## src/rtl/alucodes.sv

```systemverilog
// ALU function codes shared by the decoder and the datapath.
package alucodes;

    localparam logic [2:0] RA   = 3'b000;
    localparam logic [2:0] RB   = 3'b001;
    localparam logic [2:0] RADD = 3'b010;
    localparam logic [2:0] RSUB = 3'b011;

endpackage

```

## src/rtl/decoder_pkg.sv

```systemverilog
// Opcode/state enums, instruction field positions and the opcode decode table.
package decoder_pkg;

    import alucodes::*;

    typedef enum logic [3:0] {
        OP_NOP  = 4'b0000,
        OP_ADD  = 4'b0001,
        OP_ADDI = 4'b0010,
        OP_SUB  = 4'b0011,
        OP_SUBI = 4'b0100,
        OP_MOV  = 4'b0101,
        OP_LDI  = 4'b0110,
        OP_BEQ  = 4'b1000,
        OP_BNE  = 4'b1001,
        OP_BCS  = 4'b1010,
        OP_HALT = 4'b1111
    } opcode_e;

    typedef enum logic [1:0] {
        ST_IDLE   = 2'b00,
        ST_EXEC   = 2'b01,
        ST_HALTED = 2'b10
    } state_e;

    localparam int OP_MSB  = 15;
    localparam int OP_LSB  = 12;
    localparam int RD_MSB  = 11;
    localparam int RD_LSB  = 9;
    localparam int RS_MSB  = 8;
    localparam int RS_LSB  = 6;
    localparam int IMM_MSB = 7;
    localparam int IMM_LSB = 0;

    localparam int FLAG_V = 3;
    localparam int FLAG_N = 2;
    localparam int FLAG_Z = 1;
    localparam int FLAG_C = 0;

    typedef struct packed {
        logic [2:0] alu_func;
        logic       b_imm_sel;
        logic       reg_we;
        logic       is_arith;
        logic       is_branch;
        logic       is_halt;
        logic       legal;
    } decode_t;

    // Unknown opcodes (and branches when disabled) fall through as NOP with legal=0.
    function automatic decode_t decode_op(input logic [3:0] op, input logic branch_en);
        decode_t d;
        d          = '0;
        d.alu_func = RA;
        d.legal    = 1'b1;
        case (op)
            OP_NOP:  ;
            OP_ADD:  begin d.alu_func = RADD; d.reg_we = 1'b1; d.is_arith = 1'b1; end
            OP_ADDI: begin d.alu_func = RADD; d.b_imm_sel = 1'b1; d.reg_we = 1'b1; d.is_arith = 1'b1; end
            OP_SUB:  begin d.alu_func = RSUB; d.reg_we = 1'b1; d.is_arith = 1'b1; end
            OP_SUBI: begin d.alu_func = RSUB; d.b_imm_sel = 1'b1; d.reg_we = 1'b1; d.is_arith = 1'b1; end
            OP_MOV:  begin d.alu_func = RB; d.reg_we = 1'b1; end
            OP_LDI:  begin d.alu_func = RB; d.b_imm_sel = 1'b1; d.reg_we = 1'b1; end
            OP_BEQ, OP_BNE, OP_BCS: begin
                d.is_branch = branch_en;
                d.legal     = branch_en;
            end
            OP_HALT: d.is_halt = 1'b1;
            default: d.legal = 1'b0;
        endcase
        return d;
    endfunction

endpackage

```

## src/rtl/branch_cond.sv

```systemverilog
// Combinational branch condition: BEQ on Z, BNE on !Z, BCS on C.
module branch_cond
    import decoder_pkg::*;
(
    input  logic [3:0] opcode,
    input  logic [3:0] flags,
    output logic       taken
);

    logic [1:0] w_unused_flags;
    assign w_unused_flags = {flags[FLAG_V], flags[FLAG_N]};

    always_comb begin
        taken = 1'b0;
        case (opcode)
            OP_BEQ:  taken = flags[FLAG_Z];
            OP_BNE:  taken = ~flags[FLAG_Z];
            OP_BCS:  taken = flags[FLAG_C];
            default: taken = 1'b0;
        endcase
    end

endmodule

```

## src/rtl/instr_decoder.sv

```systemverilog
// Two-cycle instruction decoder (IDLE/EXEC/HALTED) with registered control outputs.
// Define BRANCH_EN to enable BEQ/BNE/BCS; otherwise they decode as illegal and pc_load is 0.
module instr_decoder
    import alucodes::*;
    import decoder_pkg::*;
#(
    parameter int n  = 8,
    parameter int IW = 16
)
(
    input  logic          clk,
    input  logic          nReset,
    input  logic [IW-1:0] instr,
    input  logic          instr_valid,
    output logic          instr_ready,
    input  logic [3:0]    alu_flags,
    output logic [2:0]    alu_func,
    output logic          b_imm_sel,
    output logic [n-1:0]  imm,
    output logic [2:0]    rd_addr,
    output logic [2:0]    rs_addr,
    output logic          reg_we,
    output logic          pc_incr,
    output logic          pc_load,
    output logic [3:0]    flags_q,
    output logic          halted,
    output logic          illegal
);

`ifdef BRANCH_EN
    localparam logic BRANCH_EN_C = 1'b1;
`else
    localparam logic BRANCH_EN_C = 1'b0;
`endif

    state_e        r_state;
    logic [2:0]    r_alu_func;
    logic          r_b_imm_sel;
    logic [n-1:0]  r_imm;
    logic [2:0]    r_rd_addr;
    logic [2:0]    r_rs_addr;
    logic          r_reg_we;
    logic          r_pc_incr;
    logic [3:0]    r_flags;
    logic          r_halted;
    logic          r_illegal;
    logic          r_is_arith;
    logic          r_is_halt;

    decode_t       w_dec;
    logic          w_branch_taken;

    assign w_dec = decode_op(instr[OP_MSB:OP_LSB], BRANCH_EN_C);

`ifdef BRANCH_EN
    logic w_taken;
    logic r_pc_load;

    // Evaluated against flags_q before any EXEC-end capture, i.e. flags at EXEC start.
    branch_cond u_branch_cond (
        .opcode (instr[OP_MSB:OP_LSB]),
        .flags  (r_flags),
        .taken  (w_taken)
    );

    assign w_branch_taken = w_dec.is_branch & w_taken;
    assign pc_load        = r_pc_load;

    always_ff @(posedge clk or negedge nReset) begin
        if (!nReset) begin
            r_pc_load <= 1'b0;
        end else if (r_state == ST_IDLE && instr_valid) begin
            r_pc_load <= w_branch_taken;
        end else begin
            r_pc_load <= 1'b0;
        end
    end
`else
    assign w_branch_taken = w_dec.is_branch;
    assign pc_load        = 1'b0;
`endif

    always_ff @(posedge clk or negedge nReset) begin
        if (!nReset) begin
            r_state     <= ST_IDLE;
            r_alu_func  <= RA;
            r_b_imm_sel <= 1'b0;
            r_imm       <= '0;
            r_rd_addr   <= '0;
            r_rs_addr   <= '0;
            r_reg_we    <= 1'b0;
            r_pc_incr   <= 1'b0;
            r_flags     <= '0;
            r_halted    <= 1'b0;
            r_illegal   <= 1'b0;
            r_is_arith  <= 1'b0;
            r_is_halt   <= 1'b0;
        end else begin
            case (r_state)
                ST_IDLE: begin
                    if (instr_valid) begin
                        r_state     <= ST_EXEC;
                        r_alu_func  <= w_dec.alu_func;
                        r_b_imm_sel <= w_dec.b_imm_sel;
                        r_imm       <= n'(instr[IMM_MSB:IMM_LSB]);
                        r_rd_addr   <= instr[RD_MSB:RD_LSB];
                        r_rs_addr   <= instr[RS_MSB:RS_LSB];
                        r_reg_we    <= w_dec.reg_we;
                        r_pc_incr   <= ~w_branch_taken;
                        r_is_arith  <= w_dec.is_arith;
                        r_is_halt   <= w_dec.is_halt;
                        if (!w_dec.legal) begin
                            r_illegal <= 1'b1;
                        end
                    end
                end
                ST_EXEC: begin
                    r_alu_func  <= RA;
                    r_b_imm_sel <= 1'b0;
                    r_reg_we    <= 1'b0;
                    r_pc_incr   <= 1'b0;
                    if (r_is_arith) begin
                        r_flags <= alu_flags;
                    end
                    if (r_is_halt) begin
                        r_state  <= ST_HALTED;
                        r_halted <= 1'b1;
                    end else begin
                        r_state <= ST_IDLE;
                    end
                end
                ST_HALTED: r_state <= ST_HALTED;
                default:   r_state <= ST_IDLE;
            endcase
        end
    end

    assign instr_ready = (r_state == ST_IDLE);
    assign alu_func    = r_alu_func;
    assign b_imm_sel   = r_b_imm_sel;
    assign imm         = r_imm;
    assign rd_addr     = r_rd_addr;
    assign rs_addr     = r_rs_addr;
    assign reg_we      = r_reg_we;
    assign pc_incr     = r_pc_incr;
    assign flags_q     = r_flags;
    assign halted      = r_halted;
    assign illegal     = r_illegal;

endmodule
```

## config.mk

```make
export PLATFORM = sky130hd
export DESIGN_NAME = instr_decoder
export DESIGN_NICKNAME = d
export VERILOG_FILES = /design/src/rtl/alucodes.sv /design/src/rtl/decoder_pkg.sv /design/src/rtl/branch_cond.sv /design/src/rtl/instr_decoder.sv
export SDC_FILE = /design/constraint.sdc
export NUM_CORES = 1
export LEC_CHECK = 0
export ABC_AREA = 1
export CORE_ASPECT_RATIO = 1.4
export CORE_MARGIN = 2
export CORE_UTILIZATION = 28
export DETAILED_ROUTE_END_ITERATION = 6
export PLACE_DENSITY_LB_ADDON = 0.15
export SLEW_MARGIN = 20
export SYNTH_ARGS = -nofsm -noshare
export SYNTH_HDL_FRONTEND = slang
export SYNTH_SLANG_ARGS = --single-unit
```

## constraint.sdc

```tcl
create_clock -name clk -period 2.05 [get_ports clk]
set_input_delay 0.41 -clock clk [delete_from_list [all_inputs] [get_ports clk]]
set_output_delay 0.41 -clock clk [all_outputs]
set_load 0.02 [all_outputs]
```

==> results.toml, run 1 <==
[global_route]
grt_pass1_vias = 1069
grt_pass1_wl_mm = 4.51
overflow = 0
grt.total_usage_pct = 12.4
antenna_found_initial = 0
grt_max_degree = 28

[job]
maxCapViolations = 0

[power]
power_leakage_nw = 0.842
seqPwrFrac_pct = 43.7
pwr-share-comb_pct = 38.8
switching_share_pct = 34.0
ir_drop_mv = 0.567
p_sw_mw = 0.568
internal-power_mw = 1.10
p_clk_share_pct = 17.6
p_per_area_mw_per_mm2 = 984

[synth]
yosys.area_share.simple_pct = 30.3
ys.warnings.count = 0
ys_types = 15
synth_compound_area_share_pct = 2.58
syn_area_sq_mm = 0.00117
yosysSeqAreaShare_pct = 57.9
yosys_register_bits = 27
synth.area.mux_share_pct = 0
synth_top_family_by_area = "simple AND/OR/NAND/NOR gates"
synth_top_cell_by_area = "dfrtp_1"
syn_inst = 134
synth_top_area_share_pct = 57.9
synth_xor_area_share_pct = 0
yosys-top-cells-area = "dfrtp_1, nand2_1, nand3_1"
synth_fa_ha_area_share_pct = 0
synth_area_per_cell_sq_um = 8.70

[sta]
fin_crit_ns = 1.88
maxSlewViolCount = 0
fin_crit_sh_pct = 91.9
setup-tns-final_ns = 0
finalClockSkew_ns = 0.00264
setup-violations-final = 0
max_freq_mhz = 531
rsz0062_at_grt = "no"
timing_hold_violations_final = 0

[clocking]
ctsRootBufferMaster = "clkbuf_8"
clk_latency_ns = 0.26
numCtsBuffers = 3
cts_tree = "done"
clock_sinks = 27
clock_path_buffers = 2
cts_resized = 0
cts.clk_slew.worst_paths_ns = 0.09
postCtsHoldBufs = 0
cts.htree.levels = 1
postCtsSetupBuffers = 0

[worst_setup_path]
cp-end-kind = "output pin"
start_kind = "flip-flop"
critPathSlowestCell = "clkdlybuf4s50_1"
path_delay_family = "buffers and inverters"
cp_max_fo = 4
critPathBufInv = 1
path_cells = "nor2_4 > clkdlybuf4s50_1"
required_ns = 1.64
cp.arrival_ns = 1.47
crit_type = "reg -> out"
max_stage_delay_ns = 0.61
r2r_slack_ns = 0.86

[route]
drt.antenna.violating_nets = 0
vias = 992
routed_via_density = 4.41
drc = 0
dr_wl_met3_um = 136
routed.top_layer = "met4"
drt_iter0_markers = 51
drt-met1-wl_mm = 1.10
met2_length_mm = 1.32
wl_per_cell_um = 11.5
firstDrtPassIters = 4
routed_wl_mm = 2.58

[min_path]
hp-class = "reg -> reg"

[floorplanning]
start_util_pct = 29.5
die_x_um = 58.5
core-area_sq_mm = 0.00395
boundaryPins = 51
dieArea_sq_mm = 0.00470
rows = 27
die_h_um = 80.4

[finish]
drive_gt1_share_pct = 5.49
n_antenna_cell = 0
post-route-util_pct = 42.9
nets = 206
syn2layout_area_growth_pct = 45.4

[placed_design]
io_buffer_count = 48
routabilityCongestion = 0.713
dp_hpwl_mm = 1.95

[status]
status = "finished, final reports clean"
logic make-up after synthesis:
logic type,count (synthesis)
and+or+nand+nor,84
DFF,27
buffers and inverters,16
AOI/OAI and AO/OA,6
other,1
sequential cells by signal, indices dropped and copies added (netlist names):
signal	count
imm	7
r_state	2
halted	1
illegal	1
flags_q	4
b_imm_sel	1
r_is_arith	1
reg_we	1
alu_func	2
rs_addr	2
r_is_halt	1
rd_addr	3
pc_incr	1
synthesized netlist by cell type:
cell type  instances
dfrtp_1           27
conb_1             1
inv_6              1
buf_12             1
nand2_1           67
nor2_4             2
buf_6              1
buf_4              4
o21ai_0            3
nand2_4            1
inv_1              9
o21ai_1            3
nor2_1             4
nand3_1            8
nand2_2            2
placed cells by master (no fill, tap or decap):
cell type and n:
inv_1 9, buf_4 1, o21ai_0 3, conb_1 2, clkbuf_8 3, nand2_2 2, nand2_1 67, nor2_1 4
clkbuf_1 1, o21ai_1 3, dfrtp_1 27, nand3_1 8, nor2_4 2, nand2_4 1, clkdlybuf4s50_1 48, inv_6 1
worst paths after layout:
path / startpoint / end / cells after the start
worst max-delay path: r_state[0]$_DFFE_PN0P_ / instr_ready / 2
worst min-delay path: illegal$_DFFE_PN0P_ / illegal$_DFFE_PN0P_ / 2
worst max register to register: r_state[0]$_DFFE_PN0P_ / alu_func[0]$_DFFE_PN0P_ / 5
worst min register to register: illegal$_DFFE_PN0P_ / illegal$_DFFE_PN0P_ / 2
max in group asynchronous: nReset / imm[4]$_DFFE_PN0P_ / 2
min in group asynchronous: nReset / b_imm_sel$_DFFE_PN0P_ / 2
power by group through the flow:
stage	Clock [mW]	Combinational, mW	Sequential, mW
global placement	0	0.650	0.738
CTS	0.309	0.658	0.731
floorplan	0	0.199	0.874
global route	0.333	0.700	0.748
finish	0.293	0.647	0.729
detailed placement	0	0.657	0.738
per-stage QoR:
stage | total power, mW | instances | setup WS (ns) | area (sq um) | hold slack [ns]
final | 1.67 | 225 | 0.166 | 1700 | 0.471
after global routing | 1.78 | 225 | 0.0905 | 1700 | 0.512
after CTS | 1.70 | 225 | 0.157 | 1700 | 0.484
after detailed placement | 1.39 | 221 | 0.463 | 1650 | 0.460
after global placement | 1.39 | 221 | 0.481 | 1650 | 0.452
after floorplan | 1.07 | 135 | 0.961 | 1170 | 0.114
worst reg2reg max path, stage by stage (launching register included):
cell and delay [ns]:
dfrtp_1 0.44, nor2_4 0.16, nand2_4 0.15, inv_6 0.17, nand2_1 0.09, o21ai_1 0.12
layer usage:
| layer | GRT usage, % | vias to the layer above |
|---|---|---|
| met2 | 21.7 | 30 |
| li1 | - | 496 |
| met1 | 14.5 | 464 |
| met4 | 4.88 | 0 |
| met5 | 0 | - |
| met3 | 2.42 | 2 |
area by class of cell:
| class | instances | area, sq um |
|---|---|---|
| clock buffers | 4 | 45.0 |
| fillers | 395 | 2260 |
| inverters | 10 | 42.5 |
| multi-input cells | 92 | 390 |
| flip-flops and latches | 27 | 676 |
| well taps | 43 | 53.8 |
| repair buffers | 49 | 488 |
Note: power is estimated with default switching activity, not from simulation.
==> inputs of run 2 (changes only) <==
- CORE_MARGIN: 2 -> 1
==> results.toml, run 2 (synthesis results as in run 1) <==
[status]
status = "finished, final reports clean"

[worst_setup_path]
cp_max_fo = 4
worst-r2r-cell-count = 5
cp.arrival_ns = 1.46
r2r-start = "r_state[0]$_DFFE_PN0P_"
reg2reg_to = "b_imm_sel$_DFFE_PN0P_"
cp-end-kind = "output pin"
required_ns = 1.64
endpoint = "instr_ready"
crit_start = "r_state[0]$_DFFE_PN0P_"
r2r_slack_ns = 0.87
crit_type = "reg -> out"
start_kind = "flip-flop"

[sta]
finalClockSkew_ns = 0.00643
setup-tns-final_ns = 0
holdWs_ns = 0.475
maxSlewViolCount = 0
fin_crit_sh_pct = 91.1
max_freq_mhz = 535
rsz0062_at_grt = "no"
fin_crit_ns = 1.87
timing_hold_violations_final = 0
setup-violations-final = 0

[min_path]
hp-class = "reg -> reg"
hold_depth = 2

[finish]
post-route-util_pct = 42.9
nFillCells = 433
final_common_cell = "nand2_1"
seq_area_sq_um = 676
syn2layout_area_growth_pct = 45.4
multi_input_area_sq_um = 390
final_cell_area_sq_mm = 0.00170
n_antenna_cell = 0
final_cell_mix = "nand2_1, clkdlybuf4s50_1, dfrtp_1"
drive_gt1_share_pct = 5.49
nets = 206
largest_reg_flops = 7
fin_cells = 225

[clocking]
cts_resized = 0
ctsRootBufferMaster = "clkbuf_8"
postCtsHoldBufs = 0
numCtsBuffers = 3
cts_tree = "done"
cts.htree.levels = 1
clock_path_buffers = 2
clk_latency_ns = 0.27
postCtsSetupBuffers = 0
clock_sinks = 27
cts.clk_slew.worst_paths_ns = 0.09

[route]
vias = 970
routed_via_density = 4.31
drt.antenna.violating_nets = 0
routed_wl_mm = 2.52
firstDrtPassIters = 4
drt_iter0_markers = 40
wl_per_cell_um = 11.2
drc = 0

[floorplanning]
die_x_um = 56.5
boundaryPins = 51
die_h_um = 78.4
core-area_sq_mm = 0.00395
dieArea_sq_mm = 0.00443
start_util_pct = 29.5
rows = 27

[placed_design]
placed_cell_area_sq_mm = 0.00165
dp_hpwl_mm = 1.87
io_buffer_count = 48
routabilityCongestion = 0.711
placedCellCount = 221

[power]
ir_drop_mv = 0.535
p_per_area_mw_per_mm2 = 983
power_leakage_nw = 0.842

[global_route]
antenna_found_initial = 0
grt.total_usage_pct = 12.2
grt_pass1_wl_mm = 4.26
grt_pass1_vias = 967
grt_max_degree = 28
overflow = 0

[job]
maxCapViolations = 0
run 2: how the worst min path moves through the flow:
stage | startpoint | to
final | flags_q[0]$_DFFE_PN0P_ | flags_q[0]$_DFFE_PN0P_
after floorplan | nReset | alu_func[0]$_DFFE_PN0P_
after global placement | flags_q[0]$_DFFE_PN0P_ | flags_q[0]$_DFFE_PN0P_
after global routing | flags_q[3]$_DFFE_PN0P_ | flags_q[3]$_DFFE_PN0P_
after CTS | flags_q[0]$_DFFE_PN0P_ | flags_q[0]$_DFFE_PN0P_
after detailed placement | flags_q[0]$_DFFE_PN0P_ | flags_q[0]$_DFFE_PN0P_
run 2: metrics by stage:
stage                     power [mW]  setup WS, ns
after floorplan                 1.07         0.961
after global placement          1.39         0.483
after detailed placement        1.39         0.454
after CTS                       1.69         0.160
after global routing            1.78         0.106
final                           1.67         0.182
run 2: cell type report:
| type | count | share of cell area (%) |
|---|---|---|
| Tap cell | 43 | 3.17 |
| Timing Repair Buffer | 49 | 28.8 |
| Inverter | 10 | 2.51 |
| Clock buffer | 4 | 2.66 |
| Sequential cell | 27 | 39.9 |
| Multi-Input combinational cell | 92 | 23.0 |
run 2: metal layers:
metal	track usage, %	up-vias	wire [um]
met5	0	-	0
li1	-	495	-
met4	4.39	0	25
met3	2.31	2	117
met1	14.5	441	1110
met2	21.6	32	1270
run 2: critical path, stage by stage (launching register included):
cell and delay (ns):
dfrtp_1 0.43, nor2_4 0.15, clkdlybuf4s50_1 0.61
run 2: report_power, final:
group | switching, mW | internal, mW | total (mW)
clock | 0.156 | 0.139 | 0.295
sequential | 0.0758 | 0.653 | 0.729
combinational | 0.334 | 0.309 | 0.643
